**src/rtl/alu_arbiter.sv**
```systemverilog
// Two-requester front end for a shared combinational ALU.
// Grants one operation at a time and rotates priority after each completed response.
module alu_arbiter #(
    parameter int unsigned NB_OP = 6,
    parameter int unsigned NB_AB = 4
) (
    input  logic                 clock,
    input  logic                 i_reset,
    input  logic [1:0]           i_req_valid,
    output logic [1:0]           o_req_ready,
    input  logic [2*NB_OP-1:0]   i_req_op,
    input  logic [2*NB_AB-1:0]   i_req_a,
    input  logic [2*NB_AB-1:0]   i_req_b,
    output logic [1:0]           o_rsp_valid,
    input  logic [1:0]           i_rsp_ready,
    output logic [NB_AB-1:0]     o_rsp_data,
    output logic [NB_OP-1:0]     o_alu_op,
    output logic [NB_AB-1:0]     o_alu_a,
    output logic [NB_AB-1:0]     o_alu_b,
    input  logic [NB_AB-1:0]     i_alu_result,
    output logic                 o_busy
);

    typedef enum logic [1:0] {
        IDLE = 2'd0,
        EXEC = 2'd1,
        RESP = 2'd2
    } state_e;

    state_e             state_q, state_d;
    logic               ptr_q, ptr_d;
    logic               gnt_q, gnt_d;
    logic [NB_OP-1:0]   op_q, op_d;
    logic [NB_AB-1:0]   a_q, a_d;
    logic [NB_AB-1:0]   b_q, b_d;
    logic [NB_AB-1:0]   res_q, res_d;

    logic               win_valid;
    logic               win_id;

    // Combinational grant, only offered while idle; pointer breaks ties
    always_comb begin
        win_valid = 1'b0;
        win_id    = ptr_q;
        if (state_q == IDLE) begin
            case (i_req_valid)
                2'b01:   begin win_valid = 1'b1; win_id = 1'b0;  end
                2'b10:   begin win_valid = 1'b1; win_id = 1'b1;  end
                2'b11:   begin win_valid = 1'b1; win_id = ptr_q; end
                default: begin win_valid = 1'b0; win_id = ptr_q; end
            endcase
        end
    end

    always_comb begin
        state_d = state_q;
        ptr_d   = ptr_q;
        gnt_d   = gnt_q;
        op_d    = op_q;
        a_d     = a_q;
        b_d     = b_q;
        res_d   = res_q;
        case (state_q)
            IDLE: begin
                // The winner's valid is high by construction, so a grant is a handshake
                if (win_valid) begin
                    gnt_d   = win_id;
                    op_d    = win_id ? i_req_op[2*NB_OP-1:NB_OP] : i_req_op[NB_OP-1:0];
                    a_d     = win_id ? i_req_a[2*NB_AB-1:NB_AB]  : i_req_a[NB_AB-1:0];
                    b_d     = win_id ? i_req_b[2*NB_AB-1:NB_AB]  : i_req_b[NB_AB-1:0];
                    state_d = EXEC;
                end
            end
            EXEC: begin
                res_d   = i_alu_result;
                state_d = RESP;
            end
            RESP: begin
                if (i_rsp_ready[gnt_q]) begin
                    ptr_d   = ~gnt_q;
                    state_d = IDLE;
                end
            end
            default: state_d = IDLE;
        endcase
    end

    always_ff @(posedge clock or negedge i_reset) begin
        if (!i_reset) begin
            state_q <= IDLE;
            ptr_q   <= 1'b0;
            gnt_q   <= 1'b0;
            op_q    <= '0;
            a_q     <= '0;
            b_q     <= '0;
            res_q   <= '0;
        end else begin
            state_q <= state_d;
            ptr_q   <= ptr_d;
            gnt_q   <= gnt_d;
            op_q    <= op_d;
            a_q     <= a_d;
            b_q     <= b_d;
            res_q   <= res_d;
        end
    end

    assign o_req_ready = {win_valid & win_id, win_valid & ~win_id};
    assign o_rsp_valid = (state_q == RESP) ? {gnt_q, ~gnt_q} : 2'b00;
    assign o_rsp_data  = res_q;
    assign o_alu_op    = op_q;
    assign o_alu_a     = a_q;
    assign o_alu_b     = b_q;
    assign o_busy      = (state_q != IDLE);

endmodule

```
**config.mk**
```make
export PLATFORM = sky130hd
export DESIGN_NAME = alu_arbiter
export DESIGN_NICKNAME = d
export VERILOG_FILES = /design/src/rtl/alu_arbiter.sv
export SDC_FILE = /design/constraint.sdc
export NUM_CORES = 1
export LEC_CHECK = 0
export CAP_MARGIN = 40
export CORE_ASPECT_RATIO = 1.2
export CORE_MARGIN = 2
export CORE_UTILIZATION = 41
export DETAILED_ROUTE_END_ITERATION = 10
export GPL_TIMING_DRIVEN = 0
export PLACE_DENSITY = 0.77
export SKIP_LAST_GASP = 1
export SYNTH_ARGS = -nofsm -noshare
export SYNTH_HDL_FRONTEND = slang
export SYNTH_SLANG_ARGS = --single-unit
```
**constraint.sdc**
```tcl
create_clock -name clock -period 3.65 [get_ports clock]
set_input_delay 0.73 -clock clock [delete_from_list [all_inputs] [get_ports clock]]
set_output_delay 0.73 -clock clock [all_outputs]
set_load 0.02 [all_outputs]
```
==> out/metrics.cfg, run 1 <==
[run_status]
status = completed

[drt]
wirelength_mm = 4.24
post_drt_wl_per_cell_um = 16.7
post-route-drc-count = 0
drtAntennaViolNets = 0
firstDrtPassIters = 4
drtIter0Drc = 63
dr_total_vias = 1429
viasPerCell = 5.63

[die]
die-area_um2 = 4020
rows = 23
fp.dieW_um = 58.2
die_h_um = 69.1
core_area_um2 = 3370
boundaryPins = 61
initial_core_util = 0.430

[worst_setup_path]
crit_required_ns = 2.92
crit_path_end_kind = output port
worstSetupPathType = in2out
cp.arrival_ns = 2.68
ff2ff_setup_slack_ns = 2.03
cp_max_fo = 10
cp-start-kind = input pin

[global_route]
antenna_found_initial = 0
first_global_vias = 1558
grt_pass1_wl_mm = 6.98
grt_remaining_overflow = 0
grtUsageTotal = 0.219
grt_max_degree = 13

[cells_and_area]
syn_to_final_growth_pct = 50.8
antenna_cells = 0
drive_gt1_frac = 0.143
seqCellArea_um2 = 551
multi_input_area_um2 = 805
final_net_count = 259
finalCoreUtilization = 0.648
layout_common_cells = clkdlybuf4s50_1 (58), nor2b_1 (29), dfrtp_1 (22)
fillerInstances = 302
final_cells = 254
final_common_cell = clkdlybuf4s50_1

[logic_synthesis]
yosysTopAreaCell = dfrtp_1
yosysSeqAreaShare = 0.381
yosys_warnings = 0
ys_ff_latch = 22
synth_cell_type_count = 24
synth_top_area_share = 0.381
syn_area_um2 = 1450
avgSynthCellArea_um2 = 9.58
syn-num-nets = 192
synth_area_leaders = dfrtp_1 (38%), nor2b_1 (13%), a211oi_1 (9.9%), a211oi_2 (8.7%), o31ai_1 (7.3%)
syn_inst = 151

[sta]
worst_pin_slew_ns = 0.582
setup_violations = 0
fin_skew_ns = 0.00126
slew_headroom = 0.611
hold_violations = 0
post-route-period-util = 0.935
max_freq_mhz = 293
min_period_ns = 3.41
hold_slack_ns = 0.482
rsz0062_at_grt = no
slew_violations = 0

[clock_tree]
cts_root_buffer = clkbuf_8
clkLatencyLatePin_ns = 0.26
htree_levels = 1
numCtsBuffers = 3
cts_tree = yes
clock_sinks = 22
clk_pin_slew_ns = 0.08
cts_hold_buf = 0
cts_max_path_buffers = 2

[placed_design]
port_buffers = 60
place_inst = 249
gp_congestion = 0.818
dpl.hpwl_mm = 3.34

[min_path]
hold_class = reg2reg

[pwr]
p_per_area_nw_per_um2 = 764
peakVddDrop_v = 0.000442
p_leak_uw = 0.000874

[flow_run]
maxCapViolCount = 0

worst paths after layout:
| path | depth (start not counted) | end | from |
|---|---|---|---|
| worst max-delay path | 8 | o_req_ready[0] | i_req_valid[1] |
| worst min-delay path | 2 | o_alu_op[5] | o_alu_op[5] |
| worst max register to register | 5 | o_alu_b[1] | state_q[1] |
| worst min register to register | 2 | o_alu_op[5] | o_alu_op[5] |
| max in group asynchronous | 2 | o_alu_op[5] | i_reset |
| min in group asynchronous | 1 | o_alu_b[1] | i_reset |
power by group:
group / internal (uW) / switching, uW
clock: 96.1 / 78.8
combinational: 488 / 535
sequential: 369 / 98.6
sequential cells by signal, indices dropped and copies added (netlist names):
register / flops
o_alu_a: 4
o_alu_b: 4
ptr_q: 1
state_q: 2
gnt_q: 1
o_rsp_data: 4
o_alu_op: 6
critical path, stage by stage:
cell             delay [ns]
clkdlybuf4s50_1        0.52
inv_1                  0.06
ha_1                   0.16
or3_1                  0.29
buf_2                  0.17
buf_6                  0.15
a211oi_1               0.22
dlygate4sd2_1          0.38
per-layer routing:
metal / wire [um] / vias to the layer above / global-route usage
met4: 0 / 0 / 0.0568
met1: 1770 / 710 / 0.263
met3: 154 / 0 / 0.0244
met2: 2320 / 39 / 0.402
li1: - / 680 / -
met5: 0 / - / 0
area by class of cell:
| class | count | area share |
|---|---|---|
| Multi-Input combinational cell | 111 | 0.369 |
| Timing Repair Buffer | 62 | 0.286 |
| Sequential cell | 22 | 0.252 |
| Buffer | 13 | 0.0373 |
| Clock buffer | 4 | 0.0252 |
| Tap cell | 37 | 0.0212 |
| Inverter | 5 | 0.00861 |
cells by family after synthesis:
kind of cell / after synthesis / share of synthesized area
AND/OR/NAND/NOR: 54 / 0.208
flip-flops: 22 / 0.381
multiplexers: 5 / 0.0381
buffers and inverters: 18 / 0.0675
AO/OA/AOI/OAI: 49 / 0.279
adder cells (fa/ha/maj): 3 / 0.0260
synth_stat cells:
library cell,n
clkbuf_1,4
o31ai_1,14
or3_1,1
o21ai_1,1
or2_2,1
a31oi_1,1
mux2_2,4
buf_6,3
nor2b_1,29
o21ai_0,3
nor2_1,3
or3b_1,1
and3_1,1
nor3b_2,1
dfrtp_1,22
a21oi_1,1
nand2b_1,2
inv_1,5
buf_2,6
a211oi_1,19
a211oi_2,10
nand2_1,15
ha_1,3
mux2i_1,1
metrics by stage:
stage | setup TNS (ns) | worst slack (ns) | total power, uW | area (um^2)
2_1_floorplan | 0 | 0.832 | 1050 | 1450
3_3_place_gp | -0.403 | -0.305 | 1450 | 2090
3_5_place_dp | -0.380 | -0.327 | 1480 | 2110
4_1_cts | -0.0674 | -0.0674 | 1670 | 2180
5_1_grt | 0 | 0.163 | 1780 | 2180
6_report | 0 | 0.236 | 1670 | 2180
repair_timing:
action                                  4_1_cts  5_1_grt
buffers inserted                              1        0
gates resized for setup                       3        1
pin swaps                                     0        0
endpoints found under the setup margin        2        1
hold endpoints to repair                      0        0
No activity file was read; power rests on OpenSTA's default activity.
==> inputs of run 2 (changes only) <==
- ABC_AREA: unset -> 0
- CORE_MARGIN: 2 -> unset
==> run 2 against run 1 <==
Net effect: register-to-register slack got worse by 0.02 ns; critical path type unchanged; sequential power about the same; cell area did not move; clock skew is 0.0024 ns higher; largest power group unchanged; maximum frequency down 0.95%; power down 0.10%.
==> out/metrics.cfg, run 2 (same netlist as run 1, synthesis figures left out) <==
[die]
fp.dieW_um = 56.2  ; -3.4%
rows = 23  ; unchanged
die_h_um = 67.1  ; -2.9%
initial_core_util = 0.430  ; unchanged
die-area_um2 = 3770  ; -6.2%
boundaryPins = 61  ; unchanged
core_area_um2 = 3370  ; unchanged

[drt]
drtIter0Drc = 46  ; -27%
top_layer = met4
drtAntennaViolNets = 0  ; unchanged
dr_total_vias = 1419  ; -0.70%
wirelength_mm = 4.02  ; -5.4%
wl_met2_mm = 2.16  ; -6.6%
post-route-drc-count = 0  ; unchanged
viasPerCell = 5.59  ; -0.70%
drt-met1-wl_mm = 1.65  ; -7.1%
wl_met3_um = 175  ; +14%
post_drt_wl_per_cell_um = 15.8  ; -5.4%
firstDrtPassIters = 4  ; unchanged

[cells_and_area]
layout_common_cells = clkdlybuf4s50_1 (58), nor2b_1 (29), dfrtp_1 (22)
drive_gt1_frac = 0.143  ; unchanged
largest_reg_flops = 6  ; unchanged
final_common_cell = clkdlybuf4s50_1
final_net_count = 259  ; unchanged
antenna_cells = 0  ; unchanged
finalCoreUtilization = 0.648  ; unchanged
syn_to_final_growth_pct = 50.8  ; unchanged

[pwr]
power_frac_seq = 0.280  ; about the same
peakVddDrop_v = 0.000537  ; +21%
p_clk_frac = 0.108  ; +0.003
p_leak_uw = 0.000874  ; unchanged
intPower_uw = 953  ; about the same
pwr-share-comb = 0.613  ; about the same
p_per_area_nw_per_um2 = 763  ; -0.10%
p_sw_uw = 711  ; -0.27%
swShare = 0.427  ; -0.000706

[clock_tree]
htree_levels = 1  ; unchanged
clk_pin_slew_ns = 0.08  ; about the same
cts_hold_buf = 0  ; unchanged
cts_root_buffer = clkbuf_8
clkLatencyLatePin_ns = 0.26  ; about the same
cts_max_path_buffers = 2  ; unchanged
numCtsBuffers = 3  ; unchanged
clock_sinks = 22  ; unchanged
cts_tree = yes

[sta]
post-route-period-util = 0.944  ; +0.00899
max_freq_mhz = 290  ; -0.95%
setup_violations = 0  ; unchanged
tns_ns = 0  ; unchanged
fin_skew_ns = 0.00365  ; +0.00240 ns
slew_headroom = 0.665  ; +0.0538
min_period_ns = 3.45  ; +0.0328 ns
rsz0062_at_grt = no
slew_violations = 0  ; unchanged
hold_violations = 0  ; unchanged
worst_pin_slew_ns = 0.503  ; -0.0788 ns

[worst_setup_path]
crit_chain = clkdlybuf4s50_1 > inv_1 > ha_1 > or3_1 > buf_2 > buf_6 > a211oi_1 > dlygate4sd2_1
crit_path_end_kind = output port
critPathTopFamily = buffers and inverters
cp_max_fo = 10  ; unchanged
max_stage_delay_ns = 0.51  ; about the same
slowest_stage = clkdlybuf4s50_1
cp-start-kind = input pin
worstSetupPathType = in2out
cp.arrival_ns = 2.72  ; +0.04 ns
critPathBufInv = 5  ; unchanged
crit_required_ns = 2.92  ; about the same

[global_route]
grt_pass1_wl_mm = 6.51  ; -6.6%
antenna_found_initial = 0  ; unchanged
grt_max_degree = 15  ; +2
grtUsageTotal = 0.220  ; +0.00113
first_global_vias = 1499  ; -3.8%
grt_remaining_overflow = 0  ; unchanged

[min_path]
hold_class = reg2reg

[flow_run]
maxCapViolCount = 0  ; unchanged

[placed_design]
dpl.hpwl_mm = 3.05  ; -8.7%
gp_congestion = 0.805  ; -1.6%
port_buffers = 60  ; unchanged

[run_status]
status = completed

run 2: cell counts in the layout (fill, tap and decap cells not counted):
Identical to the previous run, type by type.
run 2: layer usage:
| layer | GRT usage | up-vias |
|---|---|---|
| li1 | - | 674 |
| met1 | 0.252 | 701 |
| met2 | 0.426 | 39 |
| met3 | 0.0291 | 5 |
| met4 | 0.0610 | 0 |
| met5 | 0 | - |
run 2: area by class of cell:
class | instances | area, um^2
fill | 283 | 1190
multi-input combinational | 111 | 805
timing repair buffer | 62 | 624
sequential | 22 | 551
buffer | 13 | 81.3
clock buffer | 4 | 55.1
tap | 37 | 46.3
inverter | 5 | 18.8
run 2: final timing paths:
kind                       slack (ns)           start             end  depth (start not counted)
max in group asynchronous        2.43         i_reset      state_q[0]                          2
hold reg to reg                  0.48      o_alu_a[2]      o_alu_a[2]                          2
min in group asynchronous        0.77         i_reset     o_alu_op[4]                          1
setup / recovery                 0.20  i_req_valid[1]  o_req_ready[0]                          8
setup reg to reg                 2.01           ptr_q      o_alu_a[0]                          4
hold / removal                   0.48      o_alu_a[2]      o_alu_a[2]                          2
run 2: worst reg2reg max path: stages, from the launching register on:
cell	delay (ns)
dfrtp_1	0.45
clkbuf_1	0.42
buf_2	0.32
a211oi_1	0.11
o31ai_1	0.24
run 2: stage by stage:
stage          std cells  worst slack [ns]  area, um^2  hold WS (ns)  power [uW]
3_5_place_dp         249            -0.342        2110         0.467        1480
5_1_grt              254             0.109        2180         0.507        1770
6_report             254             0.203        2180         0.479        1660
4_1_cts              254           -0.0693        2180         0.487        1670
2_1_floorplan        151             0.832        1450         0.434        1050
3_3_place_gp         248            -0.296        2090         0.467        1450
run 2: timing repair:
item,CTS,global route
pin swaps,0,0
setup endpoints to repair,2,1
buffers inserted,1,0
resized for setup,3,1
run 2: power groups by stage:
stage	sequential (uW)	combinational [uW]	clock, uW
floorplan	569	483	0
global placement	457	991	0
detailed placement	462	1010	0
CTS	463	1030	181
global route	480	1100	191
finish	465	1020	180
